$ cat src/rtl/fpcsr_sched_pkg.sv
// ---------------------------------------------------------------------------
// fpcsr_sched_pkg
// Shared definitions for the FP CSR commit scheduler and the FP CSR state
// block: CSR index constants, FCSR field positions, the buffered entry
// layout and small helpers that classify an entry.
// XLEN defaults to 64; instantiating modules may override it per instance.
// ---------------------------------------------------------------------------
package fpcsr_sched_pkg;

  localparam int XLEN_DEFAULT = 64;

  localparam logic [11:0] CSR_FFLAGS = 12'h001;
  localparam logic [11:0] CSR_FRM    = 12'h002;
  localparam logic [11:0] CSR_FCSR   = 12'h003;

  // FCSR layout: {frm[2:0], fflags[4:0]}
  localparam int FCSR_FFLAGS_LSB = 0;
  localparam int FCSR_FFLAGS_MSB = 4;
  localparam int FCSR_FRM_LSB    = 5;
  localparam int FCSR_FRM_MSB    = 7;

  // Encoding matches the low two bits of the recognised CSR indices.
  typedef enum logic [1:0] {
    SEL_NONE   = 2'd0,
    SEL_FFLAGS = 2'd1,
    SEL_FRM    = 2'd2,
    SEL_FCSR   = 2'd3
  } csr_sel_e;

  typedef struct packed {
    logic       csren;
    csr_sel_e   csrsel;
    logic [7:0] data;
    logic       fflagen;
    logic [4:0] fflag;
  } entry_t;

  // Builds a buffered entry from one commit slot; unrecognised CSR indices
  // drop the CSR write and leave only the flag accrual (if any).
  function automatic entry_t make_entry(input logic        csren,
                                        input logic [11:0] index,
                                        input logic [7:0]  data,
                                        input logic        fflagen,
                                        input logic [4:0]  fflag);
    entry_t e;
    e = '0;
    if (csren && (index == CSR_FFLAGS || index == CSR_FRM || index == CSR_FCSR)) begin
      e.csren  = 1'b1;
      e.csrsel = csr_sel_e'(index[1:0]);
      e.data   = data;
    end
    if (fflagen) begin
      e.fflagen = 1'b1;
      e.fflag   = fflag;
    end
    return e;
  endfunction

  function automatic logic entry_live(input entry_t e);
    return e.csren || e.fflagen;
  endfunction

  function automatic logic fflag_only(input entry_t e);
    return !e.csren && e.fflagen;
  endfunction

  // Entries that change the rounding mode once drained.
  function automatic logic writes_frm(input entry_t e);
    return e.csren && (e.csrsel == SEL_FRM || e.csrsel == SEL_FCSR);
  endfunction

endpackage

$ cat src/rtl/fpcsr_sched_fifo.sv
// ---------------------------------------------------------------------------
// fpcsr_sched_fifo
// Generic synchronous FIFO with up to two pushes per cycle, one pop per
// cycle, an in-place tail rewrite port and an occupancy count.
// Ports:
//   clk, srst            clock, synchronous active-high reset
//   push[1:0]            push[0] writes push_data0; push[1] (only together
//                        with push[0]) writes push_data1 behind it
//   tail_we, tail_data   overwrite the newest stored entry
//   pop                  remove the head entry (ignored when empty)
//   head, tail           oldest / newest stored entry
//   count                number of stored entries (0..DEPTH)
// ---------------------------------------------------------------------------
module fpcsr_sched_fifo #(
  parameter int WIDTH = 8,
  parameter int DEPTH = 4
) (
  input  logic                       clk,
  input  logic                       srst,
  input  logic [1:0]                 push,
  input  logic [WIDTH-1:0]           push_data0,
  input  logic [WIDTH-1:0]           push_data1,
  input  logic                       tail_we,
  input  logic [WIDTH-1:0]           tail_data,
  input  logic                       pop,
  output logic [WIDTH-1:0]           head,
  output logic [WIDTH-1:0]           tail,
  output logic [$clog2(DEPTH+1)-1:0] count
);
  localparam int PW = $clog2(DEPTH);
  localparam int CW = $clog2(DEPTH+1);

  logic [PW-1:0]    wr_ptr;
  logic [PW-1:0]    rd_ptr;
  logic [WIDTH-1:0] mem [DEPTH];
  logic [1:0]       n_push;
  logic             pop_ok;

  assign n_push = {1'b0, push[0]} + {1'b0, push[1]};
  assign pop_ok = pop && (count != '0);

  // Pointers wrap naturally because DEPTH is a power of two.
  // NOTE: sequential state uses non-blocking assignments so every register
  // samples pre-edge values regardless of statement order.
  always_ff @(posedge clk) begin
    if (srst) begin
      wr_ptr <= '0;
      rd_ptr <= '0;
      count  <= '0;
    end else begin
      wr_ptr <= wr_ptr + PW'(n_push);
      rd_ptr <= rd_ptr + PW'(pop_ok);
      count  <= count + CW'(n_push) - CW'(pop_ok);
    end
  end

  // NOTE: storage is deliberately not reset; count gates every read, so
  // stale contents are never observed and the array stays plain RAM.
  always_ff @(posedge clk) begin
    if (push[0]) mem[wr_ptr]          <= push_data0;
    if (push[1]) mem[wr_ptr + PW'(1)] <= push_data1;
    if (tail_we) mem[wr_ptr - PW'(1)] <= tail_data;
  end

  assign head = mem[rd_ptr];
  assign tail = mem[wr_ptr - PW'(1)];

endmodule

$ cat src/rtl/fpcsr_commit_sched.sv
// ---------------------------------------------------------------------------
// fpcsr_commit_sched
// Buffers FP side effects from the dual-slot retire stage and drains them,
// one per cycle and in program order, into the single-port FCSR state block.
// FFLAGS/FRM writes are widened into full FCSR images at drain time using
// the live fcsr value, so back-to-back drains compose correctly.
// Ports:
//   clk_i, srst_i                clock, synchronous active-high reset
//   cN_*                         commit slot N (0 older, 1 younger)
//   commit_ready_o               both slots may be accepted this cycle
//   fcsr_i                       current fcsr from the state block
//   fp_valid_o .. fp_fflag_o     update to the state block (FIFO head)
//   frm_pending_o                a buffered entry will change frm
//   fs_dirty_o                   pulse per drained entry
// Build option FPCSR_SCHED_MERGE_EN: coalesce flag-only commits with each
// other and with a flag-only FIFO tail instead of allocating new entries.
// ---------------------------------------------------------------------------
module fpcsr_commit_sched
  import fpcsr_sched_pkg::*;
#(
  parameter int DEPTH = 4,
  parameter int XLEN  = XLEN_DEFAULT
) (
  input  logic            clk_i,
  input  logic            srst_i,
  input  logic            c0_valid_i,
  input  logic            c0_csren_i,
  input  logic [11:0]     c0_csrindex_i,
  input  logic [XLEN-1:0] c0_csrdata_i,
  input  logic            c0_fflagen_i,
  input  logic [4:0]      c0_fflag_i,
  input  logic            c1_valid_i,
  input  logic            c1_csren_i,
  input  logic [11:0]     c1_csrindex_i,
  input  logic [XLEN-1:0] c1_csrdata_i,
  input  logic            c1_fflagen_i,
  input  logic [4:0]      c1_fflag_i,
  output logic            commit_ready_o,
  input  logic [XLEN-1:0] fcsr_i,
  output logic            fp_valid_o,
  output logic            fp_csren_o,
  output logic [11:0]     fp_csrindex_o,
  output logic [XLEN-1:0] fp_csrdata_o,
  output logic            fp_fflagen_o,
  output logic [4:0]      fp_fflag_o,
  output logic            frm_pending_o,
  output logic            fs_dirty_o
);
  localparam int CW = $clog2(DEPTH+1);

  entry_t        e0, e1, push_d0, push_d1, tail_d, head, tail;
  logic          v0, v1, tail_we, pop;
  logic [1:0]    push;
  logic [CW-1:0] count;
  logic [CW-1:0] frm_cnt;
  logic [1:0]    frm_inc;
  logic          frm_dec;

  assign commit_ready_o = count <= CW'(DEPTH - 2);
  assign pop            = count != '0;

  // NOTE: every comb output gets a default first so no path leaves a
  // variable unassigned and infers a latch.
  always_comb begin
    e0      = make_entry(c0_csren_i, c0_csrindex_i, c0_csrdata_i[7:0], c0_fflagen_i, c0_fflag_i);
    e1      = make_entry(c1_csren_i, c1_csrindex_i, c1_csrdata_i[7:0], c1_fflagen_i, c1_fflag_i);
    v0      = c0_valid_i && commit_ready_o && entry_live(e0);
    v1      = c1_valid_i && commit_ready_o && entry_live(e1);
    push    = 2'b00;
    push_d0 = e0;
    push_d1 = e1;
    tail_we = 1'b0;
    tail_d  = tail;
    // Compact surviving slots so push[1] only ever follows push[0].
    if (v0 && v1) begin
      push = 2'b11;
    end else if (v0) begin
      push = 2'b01;
    end else if (v1) begin
      push    = 2'b01;
      push_d0 = e1;
    end
`ifdef FPCSR_SCHED_MERGE_EN
    if (v0 && v1 && fflag_only(e0) && fflag_only(e1)) begin
      push          = 2'b01;
      push_d0.fflag = e0.fflag | e1.fflag;
    end
    // The tail is safe to rewrite only when it is not also the head being
    // drained this cycle, i.e. at least two entries are stored.
    if (push[0] && fflag_only(push_d0) && count >= CW'(2) && fflag_only(tail)) begin
      tail_we      = 1'b1;
      tail_d.fflag = tail.fflag | push_d0.fflag;
      push         = {1'b0, push[1]};
      push_d0      = push_d1;
    end
`endif
  end

  fpcsr_sched_fifo #(
    .WIDTH ($bits(entry_t)),
    .DEPTH (DEPTH)
  ) u_fifo (
    .clk        (clk_i),
    .srst       (srst_i),
    .push       (push),
    .push_data0 (push_d0),
    .push_data1 (push_d1),
    .tail_we    (tail_we),
    .tail_data  (tail_d),
    .pop        (pop),
    .head       (head),
    .tail       (tail),
    .count      (count)
  );

  // Number of buffered entries that change frm; merged entries are always
  // flag-only, so a tail rewrite never affects this count.
  assign frm_inc = {1'b0, push[0] && writes_frm(push_d0)} + {1'b0, push[1] && writes_frm(push_d1)};
  assign frm_dec = pop && writes_frm(head);

  always_ff @(posedge clk_i) begin
    if (srst_i) frm_cnt <= '0;
    else        frm_cnt <= frm_cnt + CW'(frm_inc) - CW'(frm_dec);
  end

  assign frm_pending_o = frm_cnt != '0;

  always_comb begin
    fp_valid_o    = pop;
    fp_csren_o    = pop && head.csren;
    fp_fflagen_o  = pop && head.fflagen;
    fp_fflag_o    = fp_fflagen_o ? head.fflag : 5'd0;
    fp_csrindex_o = fp_csren_o ? CSR_FCSR : 12'h000;
    fp_csrdata_o  = '0;
    if (fp_csren_o) begin
      case (head.csrsel)
        SEL_FFLAGS: fp_csrdata_o[7:0] = {fcsr_i[FCSR_FRM_MSB:FCSR_FRM_LSB], head.data[FCSR_FFLAGS_MSB:0]};
        SEL_FRM:    fp_csrdata_o[7:0] = {head.data[2:0], fcsr_i[FCSR_FFLAGS_MSB:FCSR_FFLAGS_LSB]};
        default:    fp_csrdata_o[7:0] = head.data;
      endcase
    end
  end

  assign fs_dirty_o = fp_valid_o;

  // Upper data bits are architecturally unused; the tail is only consumed
  // by the merge build.
  logic unused_bits;
  assign unused_bits = ^{fcsr_i[XLEN-1:8], c0_csrdata_i[XLEN-1:8], c1_csrdata_i[XLEN-1:8], tail};

endmodule

$ cat config.mk
export PLATFORM = sky130hd
export DESIGN_NAME = fpcsr_commit_sched
export DESIGN_NICKNAME = d
export VERILOG_FILES = /design/src/rtl/fpcsr_sched_pkg.sv /design/src/rtl/fpcsr_sched_fifo.sv /design/src/rtl/fpcsr_commit_sched.sv
export SDC_FILE = /design/constraint.sdc
export NUM_CORES = 1
export LEC_CHECK = 0
export ABC_CLOCK_PERIOD_IN_PS = 9000
export CORE_ASPECT_RATIO = 1.25
export CORE_MARGIN = 10
export CORE_UTILIZATION = 47
export DETAILED_ROUTE_END_ITERATION = 12
export PLACE_DENSITY = 0.89
export SLEW_MARGIN = 20
export SYNTH_ARGS = -nofsm -noshare
export SYNTH_HDL_FRONTEND = slang
export SYNTH_HIERARCHICAL = 1
export SYNTH_SLANG_ARGS = --single-unit
$ cat constraint.sdc
create_clock -name clk_i -period 9 [get_ports clk_i]
set_input_delay 2.25 -clock clk_i [delete_from_list [all_inputs] [get_ports clk_i]]
set_output_delay 2.25 -clock clk_i [all_outputs]
set_load 0.02 [all_outputs]
==> flow_metrics.env <==
export IMPL_outcome="finished clean"
export IMPL_io_buffers=86
export IMPL_power_uw=1990
export IMPL_power_density_nw_per_um2=245
export IMPL_route_antenna_remaining_nets=0
export IMPL_syn_cell_area_sq_um=7230
export IMPL_synth_xor_area_frac=0.0100
export IMPL_routedWlPerCell_um=21.2
export IMPL_place_congestion=0.813
export IMPL_postCtsSetupBuffers=0
export IMPL_required_ns=6.75
export IMPL_setup_viol=0
export IMPL_path_class="primary input to primary output"
export IMPL_cp_max_fo=1
export IMPL_ys_ff_latch=78
export IMPL_fin_skew_ns=0.00679
export IMPL_worstPathArrival_ns=3.67
export IMPL_max_vdd_ir_drop_v=0.000194
export IMPL_via_count=5914
export IMPL_synth_async_reset_ratio=0
export IMPL_fmax_mhz=169
export IMPL_critPathCapture="fp_csrdata_o[5]"
export IMPL_yosys_area_share_simple=0.194
export IMPL_rsz0062_at_grt="false"
export IMPL_firstDrtPassIters=5
export IMPL_dp_cells=911
export IMPL_ff2ff_path_depth=13
export IMPL_hpwlAfterDp_um=12900
export IMPL_boundaryPins=321
export IMPL_worstSkewPairLatency_ns=0.35
export IMPL_synth_top_family_by_area="simple AND/OR/NAND/NOR gates"
export IMPL_syn_inst=702
export IMPL_numCtsBuffers=9
export IMPL_maxCapViolCount=0
export IMPL_synth_compound_area_frac=0.175
export IMPL_wl_um=19600
export IMPL_synth_top_area_share=0.282
export IMPL_antenna_found_initial=1
export IMPL_finalSetupTns_ns=0
export IMPL_synth_adder_area_share=0.0291
export IMPL_cts_tree="done"
export IMPL_worst_pin_slew_ns=1.20
export IMPL_synth_edf_count=68
export IMPL_r2r_start="u_fifo/rd_ptr[1]$_SDFF_PP0_"
export IMPL_hold_slack_ns=0.565
export IMPL_post_route_min_period_ns=5.92
export IMPL_yosysWarnings=6
export IMPL_row_count=50
export IMPL_synth_cell_type_count=46
export IMPL_hold_class="flip-flop to flip-flop"
export IMPL_leakagePower_uw=0.00343
export IMPL_syn2layout_area_growth_pct=12.1
export IMPL_cts_htree_levels=3
export IMPL_timing_hold_violations_final=0
export IMPL_cts_sinks=78
export IMPL_vias_per_cell=6.38
export IMPL_muxShareOfSynthArea=0.143
export IMPL_synth_flop_cell="edfxtp_1"
export IMPL_die_x_um=131
export IMPL_synth_area_per_cell_sq_um=10.3
export IMPL_yosysTopAreaCell="edfxtp_1"
export IMPL_fp_coreArea_sq_um=15000
export IMPL_die_y_um=159
export IMPL_fin_cells=927
export IMPL_grt_max_degree=81
export IMPL_first_iter_violations=691
export IMPL_track_usage=0.182
export IMPL_ctsHoldBuffers=0
export IMPL_clk_pin_slew_ns=0.06
export IMPL_clockBufferDepth=2
export IMPL_num_antenna_cells=0
export IMPL_yosys_top_cells_area="edfxtp_1, and3b_1, buf_4"
export IMPL_place_area_sq_um=7760
export IMPL_worstReg2RegEnd="frm_cnt[2]$_SDFF_PP0_"
export IMPL_period_share=0.658
export IMPL_yosysMostFrequentCell="nand3_1"
export IMPL_initial_utilization=0.482
export IMPL_startpoint="fcsr_i[5]"
export IMPL_grt_pass1_wl_um=29800
export IMPL_critPathLaunchType="primary input"
export IMPL_holdPathStages=2
export IMPL_overflow=0
export IMPL_worstSetupEndpointType="primary output"
export IMPL_seq_area_frac_synth=0.310
export IMPL_nNetsFinal=989
export IMPL_drc_errors=0
export IMPL_die_area_sq_um=20800
export IMPL_drive_above_1_share=0.129
export IMPL_relSlewSlack=0.199
export IMPL_post_cts_resized=0
export IMPL_grt_pass1_vias=5682
export IMPL_synthTopCellsByCount="nand3_1, buf_4, a31oi_1, and3b_1, edfxtp_1"
export IMPL_r2r_slack_ns=5.49
export IMPL_fin_area_sq_um=8110
export IMPL_slew_violations=0
export IMPL_cts_root_buf="clkbuf_16"
## flip-flops by register name, indices dropped and copies added (netlist names)
name / flops
u_fifo/rd_ptr: 2
u_fifo/mem: 68
frm_cnt: 3
u_fifo/wr_ptr: 2
u_fifo/count: 3
## kinds of logic after synthesis
| kind of cell | Yosys count |
|---|---|
| other | 1 |
| AOI/OAI and AO/OA | 154 |
| and+or+nand+nor | 234 |
| muxes | 54 |
| xor gates and xnor gates | 5 |
| DFF | 78 |
| adders and majority gates | 15 |
| buffers and inverters | 161 |
## critical path, cell delays in order
cell,delay [ns]
clkdlybuf4s50_1,0.47
a22oi_1,0.08
nor2_1,0.09
a21oi_1,0.05
nor2_1,0.09
clkdlybuf4s50_1,0.64
## stage by stage
stage,setup slack [ns],utilization
6_report,3.08,0.540
3_5_place_dp,3.06,0.517
3_3_place_gp,2.62,0.516
4_1_cts,3.05,0.540
2_1_floorplan,4.03,-
5_1_grt,3.00,0.540
## placed cells by master, fill, tap and decap left out, drive strengths merged, types with 2 or more instances in the layout
cell / n
fa: 3
dfxtp: 10
or3: 3
edfxtp: 68
mux2i: 16
nand3: 73
and3: 5
a21bo: 68
buf: 10
and2: 2
nor3b: 2
conb: 67
xnor2: 3
clkbuf: 15
ha: 12
inv: 26
a31oi: 68
and3b: 68
a22oi: 8
mux4: 34
a21oi: 4
mux2: 4
clkdlybuf4s50: 86
nor2b: 7
or2: 3
nor2: 21
nand2: 45
nor4: 4
## layer usage
| layer | share of wire | global-route usage |
|---|---|---|
| met1 | 0.36 | 0.211 |
| met2 | 0.48 | 0.307 |
| met3 | 0.13 | 0.0419 |
| met4 | 0.034 | 0.0902 |
| met5 | 0 | 0 |
## cell type report
class                           count  area (sq um)
Sequential cell                    78          2240
Tap cell                          182           228
Fill cell                        1226          6910
Clock inverter                      1          30.0
Inverter                           26          97.6
Timing Repair Buffer               96           948
Multi-Input combinational cell    529          4250
Clock buffer                       15           310
## worst min path at each step
stage	from	endpoint	slack (ns)
2_1_floorplan	frm_cnt[1]$_SDFF_PP0_	frm_cnt[2]$_SDFF_PP0_	0.50
3_3_place_gp	frm_cnt[1]$_SDFF_PP0_	frm_cnt[2]$_SDFF_PP0_	0.54
4_1_cts	frm_cnt[1]$_SDFF_PP0_	frm_cnt[2]$_SDFF_PP0_	0.57
6_report	frm_cnt[1]$_SDFF_PP0_	frm_cnt[2]$_SDFF_PP0_	0.56
3_5_place_dp	frm_cnt[1]$_SDFF_PP0_	frm_cnt[2]$_SDFF_PP0_	0.55
5_1_grt	u_fifo/rd_ptr[0]$_SDFF_PP0_	u_fifo/rd_ptr[1]$_SDFF_PP0_	0.62
## where the power goes
| part | switching, uW | internal [uW] | leakage, uW |
|---|---|---|---|
| Clock | 138 | 264 | 0.000166 |
| Sequential | 47.5 | 513 | 0.000757 |
| Combinational | 581 | 443 | 0.00250 |
(Power assumes the default switching activity.)
